$ cat src/rtl/pipe_pkg.sv
// Shared encodings for the pipeline hazard/control unit.
// Covers the result-source and forward-select codes and the memory-wait FSM states.
package pipe_pkg;

    localparam logic [1:0] RES_ALU = 2'b00;
    localparam logic [1:0] RES_MEM = 2'b01;
    localparam logic [1:0] RES_PC4 = 2'b10;

    localparam logic [1:0] FWD_RF  = 2'b00;
    localparam logic [1:0] FWD_W   = 2'b01;
    localparam logic [1:0] FWD_M   = 2'b10;

    typedef enum logic {MEM_IDLE, MEM_WAIT} mem_state_t;

endpackage

$ cat src/rtl/sat_counter.sv
// Saturating up-counter with async reset and synchronous clear.
// A clear in the same cycle as an increment leaves the counter at zero.
module sat_counter #(
    parameter int W = 32
) (
    input  logic         clk,
    input  logic         rst,
    input  logic         clr,
    input  logic         inc,
    output logic [W-1:0] q
);

    always_ff @(posedge clk or posedge rst) begin
        if (rst) begin
            q <= '0;
        end else if (clr) begin
            q <= '0;
        end else if (inc && (q != {W{1'b1}})) begin
            q <= q + 1'b1;
        end
    end

endmodule

$ cat src/rtl/pipeline_ctrl.sv
// Hazard/control unit for the 5-stage core: forwarding, load-use interlock, branch flush,
// DMEM wait-state freeze with sticky timeout, and saturating performance counters.
module pipeline_ctrl
    import pipe_pkg::*;
#(
    parameter int REG_AW      = 5,
    parameter int CNT_W       = 32,
    parameter int MEM_TIMEOUT = 64,
    parameter bit LU_STALL_EN = 1'b1
) (
    input  logic              clk,
    input  logic              rst,
    input  logic [REG_AW-1:0] Rs1_D,
    input  logic [REG_AW-1:0] Rs2_D,
    input  logic [REG_AW-1:0] Rs1_E,
    input  logic [REG_AW-1:0] Rs2_E,
    input  logic [REG_AW-1:0] Rd_E,
    input  logic [1:0]        ResultSrc_E,
    input  logic              RegWrite_E,
    input  logic              PCSrc_E,
    input  logic [REG_AW-1:0] Rd_M,
    input  logic [REG_AW-1:0] Rd_W,
    input  logic              RegWrite_M,
    input  logic              RegWrite_W,
    input  logic              DMemReq_M,
    input  logic              DMemReady_M,
    input  logic              CntClr,
    output logic [1:0]        ForwardA_E,
    output logic [1:0]        ForwardB_E,
    output logic              Stall_F,
    output logic              Stall_D,
    output logic              Stall_E,
    output logic              Stall_M,
    output logic              Stall_W,
    output logic              Flush_D,
    output logic              Flush_E,
    output logic              MemTimeout,
    output logic [CNT_W-1:0]  CycleCnt,
    output logic [CNT_W-1:0]  StallCnt,
    output logic [CNT_W-1:0]  FlushCnt,
    output mem_state_t        mem_state
);

    localparam int WAIT_W = $clog2(MEM_TIMEOUT + 1);
    localparam logic [WAIT_W-1:0] WAIT_MAX = WAIT_W'(MEM_TIMEOUT);

    logic              mem_freeze;
    logic              lu_hazard;
    logic              flush_applied;
    logic              any_stall;
    logic [1:0]        fwd_a;
    logic [1:0]        fwd_b;
    mem_state_t        state_next;
    logic [WAIT_W-1:0] wait_cnt;
    logic [WAIT_W-1:0] wait_next;
    logic              set_timeout;

    assign mem_freeze = DMemReq_M && !DMemReady_M;
    assign lu_hazard  = LU_STALL_EN && (ResultSrc_E == RES_MEM) && RegWrite_E &&
                        (Rd_E != '0) && ((Rd_E == Rs1_D) || (Rd_E == Rs2_D));

    // M-stage result is younger than W-stage, so it takes precedence; x0 is never forwarded.
    always_comb begin
        fwd_a = FWD_RF;
        fwd_b = FWD_RF;
        if (RegWrite_M && (Rd_M != '0) && (Rd_M == Rs1_E))      fwd_a = FWD_M;
        else if (RegWrite_W && (Rd_W != '0) && (Rd_W == Rs1_E)) fwd_a = FWD_W;
        if (RegWrite_M && (Rd_M != '0) && (Rd_M == Rs2_E))      fwd_b = FWD_M;
        else if (RegWrite_W && (Rd_W != '0) && (Rd_W == Rs2_E)) fwd_b = FWD_W;
    end

    always_comb begin
        ForwardA_E    = rst ? FWD_RF : fwd_a;
        ForwardB_E    = rst ? FWD_RF : fwd_b;
        Stall_F       = 1'b0;
        Stall_D       = 1'b0;
        Stall_E       = 1'b0;
        Stall_M       = 1'b0;
        Stall_W       = 1'b0;
        Flush_D       = 1'b0;
        Flush_E       = 1'b0;
        flush_applied = 1'b0;
        if (rst) begin
            Flush_D = 1'b1;
            Flush_E = 1'b1;
        end else if (mem_freeze) begin
            Stall_F = 1'b1;
            Stall_D = 1'b1;
            Stall_E = 1'b1;
            Stall_M = 1'b1;
            Stall_W = 1'b1;
        end else if (PCSrc_E) begin
            Flush_D       = 1'b1;
            Flush_E       = 1'b1;
            flush_applied = 1'b1;
        end else if (lu_hazard) begin
            Stall_F = 1'b1;
            Stall_D = 1'b1;
            Flush_E = 1'b1;
        end
    end

    // Wait-state tracking only feeds the timeout flag; stalls come straight from the inputs.
    always_ff @(posedge clk or posedge rst) begin
        if (rst) begin
            mem_state  <= MEM_IDLE;
            wait_cnt   <= '0;
            MemTimeout <= 1'b0;
        end else begin
            mem_state <= state_next;
            wait_cnt  <= wait_next;
            if (set_timeout) MemTimeout <= 1'b1;
        end
    end

    always_comb begin
        state_next = mem_state;
        wait_next  = wait_cnt;
        case (mem_state)
            MEM_IDLE: begin
                if (mem_freeze) begin
                    state_next = MEM_WAIT;
                    wait_next  = WAIT_W'(1);
                end
            end
            MEM_WAIT: begin
                if (mem_freeze) begin
                    if (wait_cnt != WAIT_MAX) wait_next = wait_cnt + 1'b1;
                end else begin
                    state_next = MEM_IDLE;
                    wait_next  = '0;
                end
            end
            default: begin
                state_next = MEM_IDLE;
                wait_next  = '0;
            end
        endcase
        set_timeout = (wait_next == WAIT_MAX);
    end

    assign any_stall = Stall_F | Stall_D | Stall_E | Stall_M | Stall_W;

    sat_counter #(.W(CNT_W)) u_cycle_cnt (
        .clk (clk), .rst (rst), .clr (CntClr), .inc (1'b1),          .q (CycleCnt)
    );
    sat_counter #(.W(CNT_W)) u_stall_cnt (
        .clk (clk), .rst (rst), .clr (CntClr), .inc (any_stall),     .q (StallCnt)
    );
    sat_counter #(.W(CNT_W)) u_flush_cnt (
        .clk (clk), .rst (rst), .clr (CntClr), .inc (flush_applied), .q (FlushCnt)
    );

endmodule

$ cat config.mk
export PLATFORM = sky130hd
export DESIGN_NAME = pipeline_ctrl
export DESIGN_NICKNAME = d
export VERILOG_FILES = /design/src/rtl/pipe_pkg.sv /design/src/rtl/sat_counter.sv /design/src/rtl/pipeline_ctrl.sv
export SDC_FILE = /design/constraint.sdc
export NUM_CORES = 1
export LEC_CHECK = 0
export ABC_CLOCK_PERIOD_IN_PS = 8200
export CAP_MARGIN = 20
export CORE_MARGIN = 3
export CORE_UTILIZATION = 29
export CTS_CLUSTER_SIZE = 12
export DETAILED_ROUTE_END_ITERATION = 12
export GPL_ROUTABILITY_DRIVEN = 0
export PLACE_DENSITY_LB_ADDON = 0.2
export SLEW_MARGIN = 20
export SYNTH_ARGS = -nofsm -noshare
export SYNTH_HDL_FRONTEND = slang
export SYNTH_SLANG_ARGS = --single-unit
$ cat constraint.sdc
create_clock -name clk -period 8.2 [get_ports clk]
set_input_delay 2.46 -clock clk [delete_from_list [all_inputs] [get_ports clk]]
set_output_delay 2.46 -clock clk [all_outputs]
set_load 0.05 [all_outputs]
== Word-level counts from Yosys, hierarchy flattened ==
Cells that the tools add are included.
Word-level totals
  register bits: 105
  logic and storage cells: 75
  output and inout port bits: 109
  input port bits: 46
Operators by class
  bitwise operators: 4
  muxes and demuxes: 29
  reductions and logical operators: 20
  equality and inequality tests: 12
  add/sub/neg operators: 4
Operator list (count)
  two-way mux 32 bit: 6
  adder 32 x 1 -> 32 bit, second input constant: 3
  inequality test 32 bit, second input constant: 3
  equality test 5 bit: 6
  two-way mux 7 bit: 3
  two-way mux 1 bit: 15
  nonzero test 5 bit: 3
  one-hot mux 7 bit (2 select lines): 1
  logical AND 1 bit: 12
  two-way mux 2 bit: 4
  adder 7 x 1 -> 7 bit, second input constant: 1
  equality test 7 bit, second input constant: 1
  inequality test 7 bit, second input constant: 1
  nonzero test 2 bit: 3
  OR 1 bit: 3
  equality test 2 x 1 -> 1 bit, second input constant: 1
  logical NOT 1 bit: 1
  logical OR 1 bit: 1
  inverter 1 bit: 1

== Depth between registers and ports, before layout ==
Gate-level depths: netlist (run 1).
  depth after elaboration: 14
  depth in mapped cells: 9
  depth with buffers taken out: 9

== Hierarchy ==
Synthesis (run 1) repeated with hierarchy kept, for this count alone.
Second synthesis, totals
  cell total of the unflattened synthesis: 695
  area, all modules: 6286.0 um^2
Modules (own cells, without submodules)
  sat_counter: area an instance 1740.4 um^2, times used 3, cells each 186, seq. area each 800.8 um^2
  pipeline_ctrl: area an instance 1064.8 um^2, times used 1, cells each 137, seq. area each 225.2 um^2

== Least setup slack after synthesis (run 1) ==
Ideal clock, no wire load.
  kind: input to output
  start point: input port rst
  end point: output port ForwardA_E[0]
  slack: -1.246 ns
  required time: 5.740 ns
  buffers on the path: 0
  stages on the path: 4
  arrival: 6.986 ns
  path through: inv_1 > o211ai_1 > or4_1 > nor4_1
On the way
  longest elaborated chain between the ends: 1
Ends and longest elaborated chain
  start: declaration: RTL line pipeline_ctrl.sv:12  | input logic rst,
  two-way mux 2 bit: RTL line pipeline_ctrl.sv:73  | ForwardA_E = rst ? FWD_RF : fwd_a;
  end: declaration: RTL line pipeline_ctrl.sv:28  | output logic [1:0] ForwardA_E,
No other way between the ends.

== Worst setup path in the final report (run 1) ==
  start point: input port Rd_M[1]
  end point: output port ForwardA_E[0]
On the way
  longest elaborated chain between the ends: 5
  elaborated cells on any way between the ends: 6
  classes of those cells: eq/ne: 1; mux: 2; reduce/logical: 3
Ends and longest elaborated chain
  start: declaration: RTL line pipeline_ctrl.sv:21  | input logic [REG_AW-1:0] Rd_M,
  nonzero test 5 bit: RTL line pipeline_ctrl.sv:66  | if (RegWrite_M && (Rd_M != '0) && (Rd_M == Rs1_E)) fwd_a = FWD_M;
  logical AND 1 bit: RTL line pipeline_ctrl.sv:66
  logical AND 1 bit *: RTL line pipeline_ctrl.sv:66
  two-way mux 2 bit *: RTL line pipeline_ctrl.sv:66
  two-way mux 2 bit *: RTL line pipeline_ctrl.sv:73
Mark *: on every way between the ends. The rest lies on a longest branch, timed or not.

==> run metrics, run 1 <==
Power per Cell Area between 100 and 150 mW/mm^2; total placed instance area roughly 0.0077 sq mm; clk buf depth 2; DRT antenna net count 0; Post CTS Setup Buffer Count 0; final instance count without filler cells ~1100; effective utilization at floorplan between 20 and 30%; Net Sw Frac a little under a quarter; internal power roughly 0.86 mW; Avg Inst Size Synth 9.011 sq um; cell with the biggest individual delay on the critical path clkdlybuf4s50_1; worst slew margin relative to its limit between 40% and 50%; master cell of the clock root buffer clkbuf_16; core area between 0.015 and 0.02 sq mm; Die Y around 150 um; most used flip-flop cell after synthesis dfrtp_1; ratio of cells with drive above 1 in the final layout 4.461%; number of hold-slack violations in the final timing report 0; Iteration-0 DRC Markers approximately 160; final worst clock skew ~0.014 ns; actual slew at the worst max-slew pin a little under 0.9 ns; iteration count of the initial detailed-routing pass 6; overall die area 0.02207 sq mm; post-detailed-route wirelength per cell approximately 14 um; leading cell type in the layout, fill and taps excluded clkdlybuf4s50_1; HPWL after detailed placement 10950 um; worst vdd rail ir drop between 0.07 and 0.08 mV; cells along the critical path clkdlybuf4s50_1 > or4_1 > o21ai_0 > nor3_1 > nor4_2 > clkdlybuf4s50_1; Filler cells roughly 2000; total inserted antenna cells 0; static power due to leakage slightly above 3 nW; vias roughly 5100; total congestion overflow after global routing 0; count of unresolved DRC violations after routing 0; part of the Yosys area used for sequential elements between 40% and 50%; worst hold-check path type flip-flop to flip-flop; capturing element type of the critical path output pin; final max-slew violation count 0; Reg power frac between 40 and 50%; number of clock sinks ~110; pin count of the biggest net entering global routing 98; post-synth design cell area approximately 0.006 sq mm; Layout area overhead 37.01%; unrepaired setup endpoints after global routing no; post-route minimum period between 7 and 8 ns; Req. time, crit path 5.74 ns; CP Buf/Inv Count 2; max-cap violation count 0; post-synthesis cell type count 48; delay of the slowest cell on the worst path approximately 0.85 ns; Post-Synthesis Net Count approximately 710; Ys Warns 0; standard-cell rows 51; Worst Hold Margin 0.4700 ns; Worst setup SP type input port; endpoints failing setup 0; Final Net Count 855; overall track demand over capacity in global routing around 14%; post-layout total power 1.120 mW; most used cell along the critical path clkdlybuf4s50_1; Die X-Extent roughly 150 um; I/O pin cnt 155; clock insertion delay at the later pin of the skew report approximately 0.35 ns; result of the run finished, final reports clean; Fmax achieved 0.1319 GHz; number of resized instances in the post-cts repair step 0; Post-Route Setup TNS 0 ns; number of synthesized flops with an enable pin 0; number of input and output port buffers inserted ~150; share of flip-flops with an asynchronous set or reset 100.0%; final routed wirelength across all metal layers about 15000 um; Finished Cell Area 0.008074 sq mm; CTS tree done; register bit total from synthesis 105; clock buffer count from CTS 9; # H-tree levels 3; data arrival time at the worst-slack endpoint 5.12 ns; commonest cells after routing, fill and taps aside clkdlybuf4s50_1, nor2_1, dfrtp_1; fraction of power consumed by the clock network between 40% and 50%; cell count after placement between 1000 and 1500; crit share post-route 92.43%; combinational group share of total power approximately a tenth; critical path's top delay family buffers and inverters; Syn Inst Count about 650; number of antenna violations at the first check in global routing 0; hold-fix buffers at CTS 0; maximum fanout count along the critical path 4; global-route wire length before repair roughly 26000 um; vias in the first global route 5120; vias per std cell about 4.8; clock slew seen by the registers of the worst setup and hold paths approximately 0.070 ns; type of the setup path with the least slack input port to output pin; net switching component of the power roughly 0.26 mW
## worst reg2reg max path: stages, from the launching register on
cell     delay (ns)
dfrtp_1        0.43
ha_1           0.21
nand4_1        0.28
or3_1          0.53
nor3_2         0.76
nor2_1         0.19
nand4_1        0.16
mux2_1         0.32
## cells in the mapped netlist, types with 5 or more instances
master    number  area (sq um)
a21oi_1        8         40.04
nand3_1       51         255.2
nand4_1       24         150.1
ha_1           5         62.56
and3_1        12         75.07
and2_1         8         50.05
inv_1         19         71.32
and4_1         6         52.55
clkbuf_1      15         56.30
nor3_1        29         145.1
o21ai_0       19         95.09
or3_1          7         43.79
dfrtp_1      105          2628
nor4_1        18         112.6
nand2_1       45         168.9
or4_1          5         37.54
xor2_1        52         455.4
nor4b_1        5         43.79
xnor2_1       64         560.5
nor2_1       115         431.7
## routing by layer
metal	global-route usage (%)	part of all wire, %	vias up
met1	19.03	47	2443
li1	-	-	2542
met4	4.434	1.6	0
met2	22.41	45	139
met3	3.687	6.6	16
met5	0	0	-
## worst paths after layout
kind / startpoint / endpoint / cells past startpoint / slack (ns)
max: Rd_M[1] / ForwardA_E[0] / 6 / 0.62
min: MemTimeout / MemTimeout / 2 / 0.47
max reg2reg: u_stall_cnt.q[0] / u_stall_cnt.q[28] / 7 / 5.22
min reg2reg: MemTimeout / MemTimeout / 2 / 0.47
max in group asynchronous: rst / u_cycle_cnt.q[17] / 4 / 4.20
min in group asynchronous: rst / u_flush_cnt.q[0] / 3 / 2.81
## area by class of cell
| type | count | area [sq um] | share of cell area (%) |
|---|---|---|---|
| inverters | 19 | 75.07 | 0.9298 |
| clock buffers | 9 | 225.2 | 2.789 |
| clock inverters | 5 | 103.9 | 1.286 |
| multi-input cells | 510 | 3124 | 38.70 |
| repair buffers | 159 | 1587 | 19.65 |
| flip-flops and latches | 105 | 2628 | 32.54 |
| well taps | 265 | 331.6 | 4.107 |
## cell families after synthesis
| group | after synthesis | synth area share (%) |
|---|---|---|
| compound gates | 38 | 3.694 |
| flops | 105 | 44.59 |
| xor+xnor | 116 | 17.24 |
| fa+ha+maj | 5 | 1.062 |
| mux | 3 | 0.5308 |
| simple gates | 348 | 30.17 |
| buf+inv | 39 | 2.718 |
## sequential cells by signal, indices dropped and copies added, names as in the netlist
signal         cells
u_cycle_cnt.q     32
u_flush_cnt.q     32
u_stall_cnt.q     32
wait_cnt           7
MemTimeout         1
mem_state          1
## metrics by stage
step	util, %	setup slack [ns]
2_1_floorplan	-	0.5118
3_3_place_gp	39.18	0.6068
3_5_place_dp	39.18	0.5921
4_1_cts	40.85	0.5933
5_1_grt	40.95	0.4650
6_report	40.95	0.6207
## power groups by stage
stage | logic [mW] | clock network, mW | registers [mW]
3_5_place_dp | 0.107 | 0 | 0.535
3_3_place_gp | 0.106 | 0 | 0.535
6_report | 0.105 | 0.490 | 0.525
4_1_cts | 0.107 | 0.513 | 0.525
5_1_grt | 0.116 | 0.530 | 0.526
2_1_floorplan | 0.0501 | 0 | 0.543
Note: power is estimated with default switching activity, not from simulation.
==> run 2, diff against run 1 <==
--- a/config.mk
+++ b/config.mk
@@ -5,9 +5,7 @@
 export SDC_FILE = /design/constraint.sdc
 export NUM_CORES = 1
 export LEC_CHECK = 0
-export ABC_CLOCK_PERIOD_IN_PS = 8200
 export CAP_MARGIN = 20
-export CORE_MARGIN = 3
 export CORE_UTILIZATION = 29
 export CTS_CLUSTER_SIZE = 12
 export DETAILED_ROUTE_END_ITERATION = 12
==> constraint.sdc (replaced) <==
create_clock -name clk -period 9.1 [get_ports clk]
set_input_delay 2.73 -clock clk [delete_from_list [all_inputs] [get_ports clk]]
set_output_delay 2.73 -clock clk [all_outputs]
set_load 0.05 [all_outputs]
==> run 2 against run 1 <==
Cell area is 0.76% lower. Sequential cell count unchanged. Highest routed layer unchanged. Largest cell class unchanged. Sequential share of layout area rose by 0.25 points. Power is 14% lower. Sequential power shrank 9.9%. Critical path type unchanged. Die area fell by 5.3%. Non-clock buffer count decreased by 1. First-iteration DRC count rose by 35%. Global-route usage grew 0.95 points. Routed wire length shrank 1.7%. Critical endpoint is now ForwardB_E[0]. Largest power group unchanged. Via count rose by 0.58%.
==> run metrics, run 2 (synthesis results as in run 1) <==
delay of the slowest cell on the worst path 0.88 ns (+0.03 ns); HPWL after detailed placement 11030 um (+0.76%); post-detailed-route wirelength per cell 14.04 um (-1.8%); Die X-Extent 144.6 um (-2.7%); pin count of the biggest net entering global routing 65 (-34%); Iteration-0 DRC Markers 220 (+35%); endpoints failing setup 0 (unchanged); count of unresolved DRC violations after routing 0 (unchanged); final worst clock skew 0.01082 ns (-0.003541 ns); type of the setup path with the least slack input port to output pin; Post-Route Setup TNS 0 ns (unchanged); vias in the first global route 4906 (-4.2%); leading registers by flop count u_cycle_cnt.q x32, u_flush_cnt.q x32, u_stall_cnt.q x32; post-layout total power 0.9649 mW (-14%); highest metal layer with signal wires met4; final max-slew violation count 0 (unchanged); DRT antenna net count 0 (unchanged); clock slew seen by the registers of the worst setup and hold paths 0.07 ns (about the same); number of resized instances in the post-cts repair step 0 (unchanged); total congestion overflow after global routing 0 (unchanged); worst slew margin relative to its limit 42.98% (+2.9 points); effective utilization at floorplan 29.89% (unchanged); data arrival time at the worst-slack endpoint 5.44 ns (+0.32 ns); worst hold-check path type flip-flop to flip-flop; met3 routed WL 851 um (-15%); overall die area 0.02089 sq mm (-5.3%); Layout area overhead 35.97%; Fmax achieved 0.1224 GHz; Die Y 144.6 um (-2.7%); core area 0.01972 sq mm (unchanged); capturing element type of the critical path output pin; cell count after placement 1057 (unchanged); ratio of cells with drive above 1 in the final layout 4.084% (-0.38 points); CTS tree done; crit share post-route between 80 and 90%; Post CTS Setup Buffer Count 0 (unchanged); result of the run finished, final reports clean; overall track demand over capacity in global routing 15.11% (+0.95 points); number of input and output port buffers inserted 154 (unchanged); Final Net Count 854 (-0.12%); commonest cells after routing, fill and taps aside clkdlybuf4s50_1, nor2_1, dfrtp_1; master cell of the clock root buffer clkbuf_16; final routed wirelength across all metal layers 15060 um (-1.7%); vias per std cell 4.818 (+0.49%); number of clock sinks 105 (unchanged); CP Buf/Inv Count 2 (unchanged); routed wire length on met2 6735 um (-2.1%); I/O pin cnt 155 (unchanged); cells along the critical path clkdlybuf4s50_1 > or4_1 > o21ai_0 > nor3_1 > nor4_1 > clkdlybuf4s50_1; Req. time, crit path 6.37 ns (+0.63 ns); global-route wire length before repair 24760 um (-3.5%); actual slew at the worst max-slew pin 0.8507 ns (-0.04298 ns); critical path's top delay family buffers and inverters; clk buf depth 2 (unchanged); most used cell along the critical path clkdlybuf4s50_1; metal1 wirelength 7117 um (-1.1%); number of antenna violations at the first check in global routing 0 (unchanged); max-cap violation count 0 (unchanged); clock buffer count from CTS 9 (unchanged); final instance count without filler cells 1073 (+0.093%); vias 5170 (+0.58%); unrepaired setup endpoints after global routing no; # H-tree levels 3 (unchanged); cell with the biggest individual delay on the critical path clkdlybuf4s50_1; worst vdd rail ir drop 0.06886 mV (-11%); utilization after layout 40.64% (-0.31 points); hold-fix buffers at CTS 0 (unchanged); Worst setup SP type input port; static power due to leakage 3.040 nW (-1.1%); clock insertion delay at the later pin of the skew report 0.35 ns (about the same); iteration count of the initial detailed-routing pass 4 (-2); Power per Cell Area 120.4 mW/mm^2 (-13%); number of hold-slack violations in the final timing report 0 (unchanged); standard-cell rows 51 (unchanged); leading cell type in the layout, fill and taps excluded clkdlybuf4s50_1; post-route minimum period a little over 8 ns; maximum fanout count along the critical path 4 (unchanged); total inserted antenna cells 0 (unchanged)
==> run 2: layout make-up <==
type	instances	area [sq um]
Clock buffer	11	232.7
Clock inverter	5	65.06
Fill cell	1970	11710
Inverter	19	75.07
Multi-Input combinational cell	510	3112
Sequential cell	105	2628
Tap cell	265	331.6
Timing Repair Buffer	158	1569
==> run 2: metal layers <==
metal,up-vias,global-route usage [%]
li1,2546,-
met1,2436,20.29
met2,163,23.13
met3,25,3.377
met4,0,6.704
met5,-,0
==> run 2: path summary, 6_finish.rpt <==
path | depth (start not counted) | slack [ns] | start | endpoint
worst max-delay path | 6 | 0.93 | Rd_M[1] | ForwardB_E[0]
worst min-delay path | 2 | 0.50 | MemTimeout | MemTimeout
worst max register to register | 7 | 6.20 | u_stall_cnt.q[0] | u_stall_cnt.q[28]
worst min register to register | 2 | 0.50 | MemTimeout | MemTimeout
max in group asynchronous | 4 | 4.87 | rst | u_cycle_cnt.q[23]
min in group asynchronous | 3 | 3.05 | rst | u_flush_cnt.q[0]
==> run 2: worst reg2reg max path: cells and delay by family (launching register included) <==
kind	cells	cell delay, ns
AND/OR/NAND/NOR	5	1.82
multiplexers	1	0.32
adder cells (fa/ha/maj)	1	0.21
flip-flops	1	0.44
==> run 2: report_power, final <==
group / internal, mW / total [mW] / switching (mW)
Combinational: 0.0383 / 0.0942 / 0.0560
Clock: 0.216 / 0.397 / 0.181
Sequential: 0.469 / 0.473 / 0.00403
Total: 0.724 / 0.965 / 0.241
==> run 2: through the flow <==
step / setup slack, ns / hold slack, ns / area, sq um
finish: 0.9282 / 0.4960 / 8013
global route: 0.7782 / 0.5175 / 8013
CTS: 0.8551 / 0.5029 / 8013
detailed placement: 0.8434 / 0.4694 / 7715
global placement: 0.8314 / 0.4731 / 7715
floorplan: 0.2996 / 0.5042 / 5897
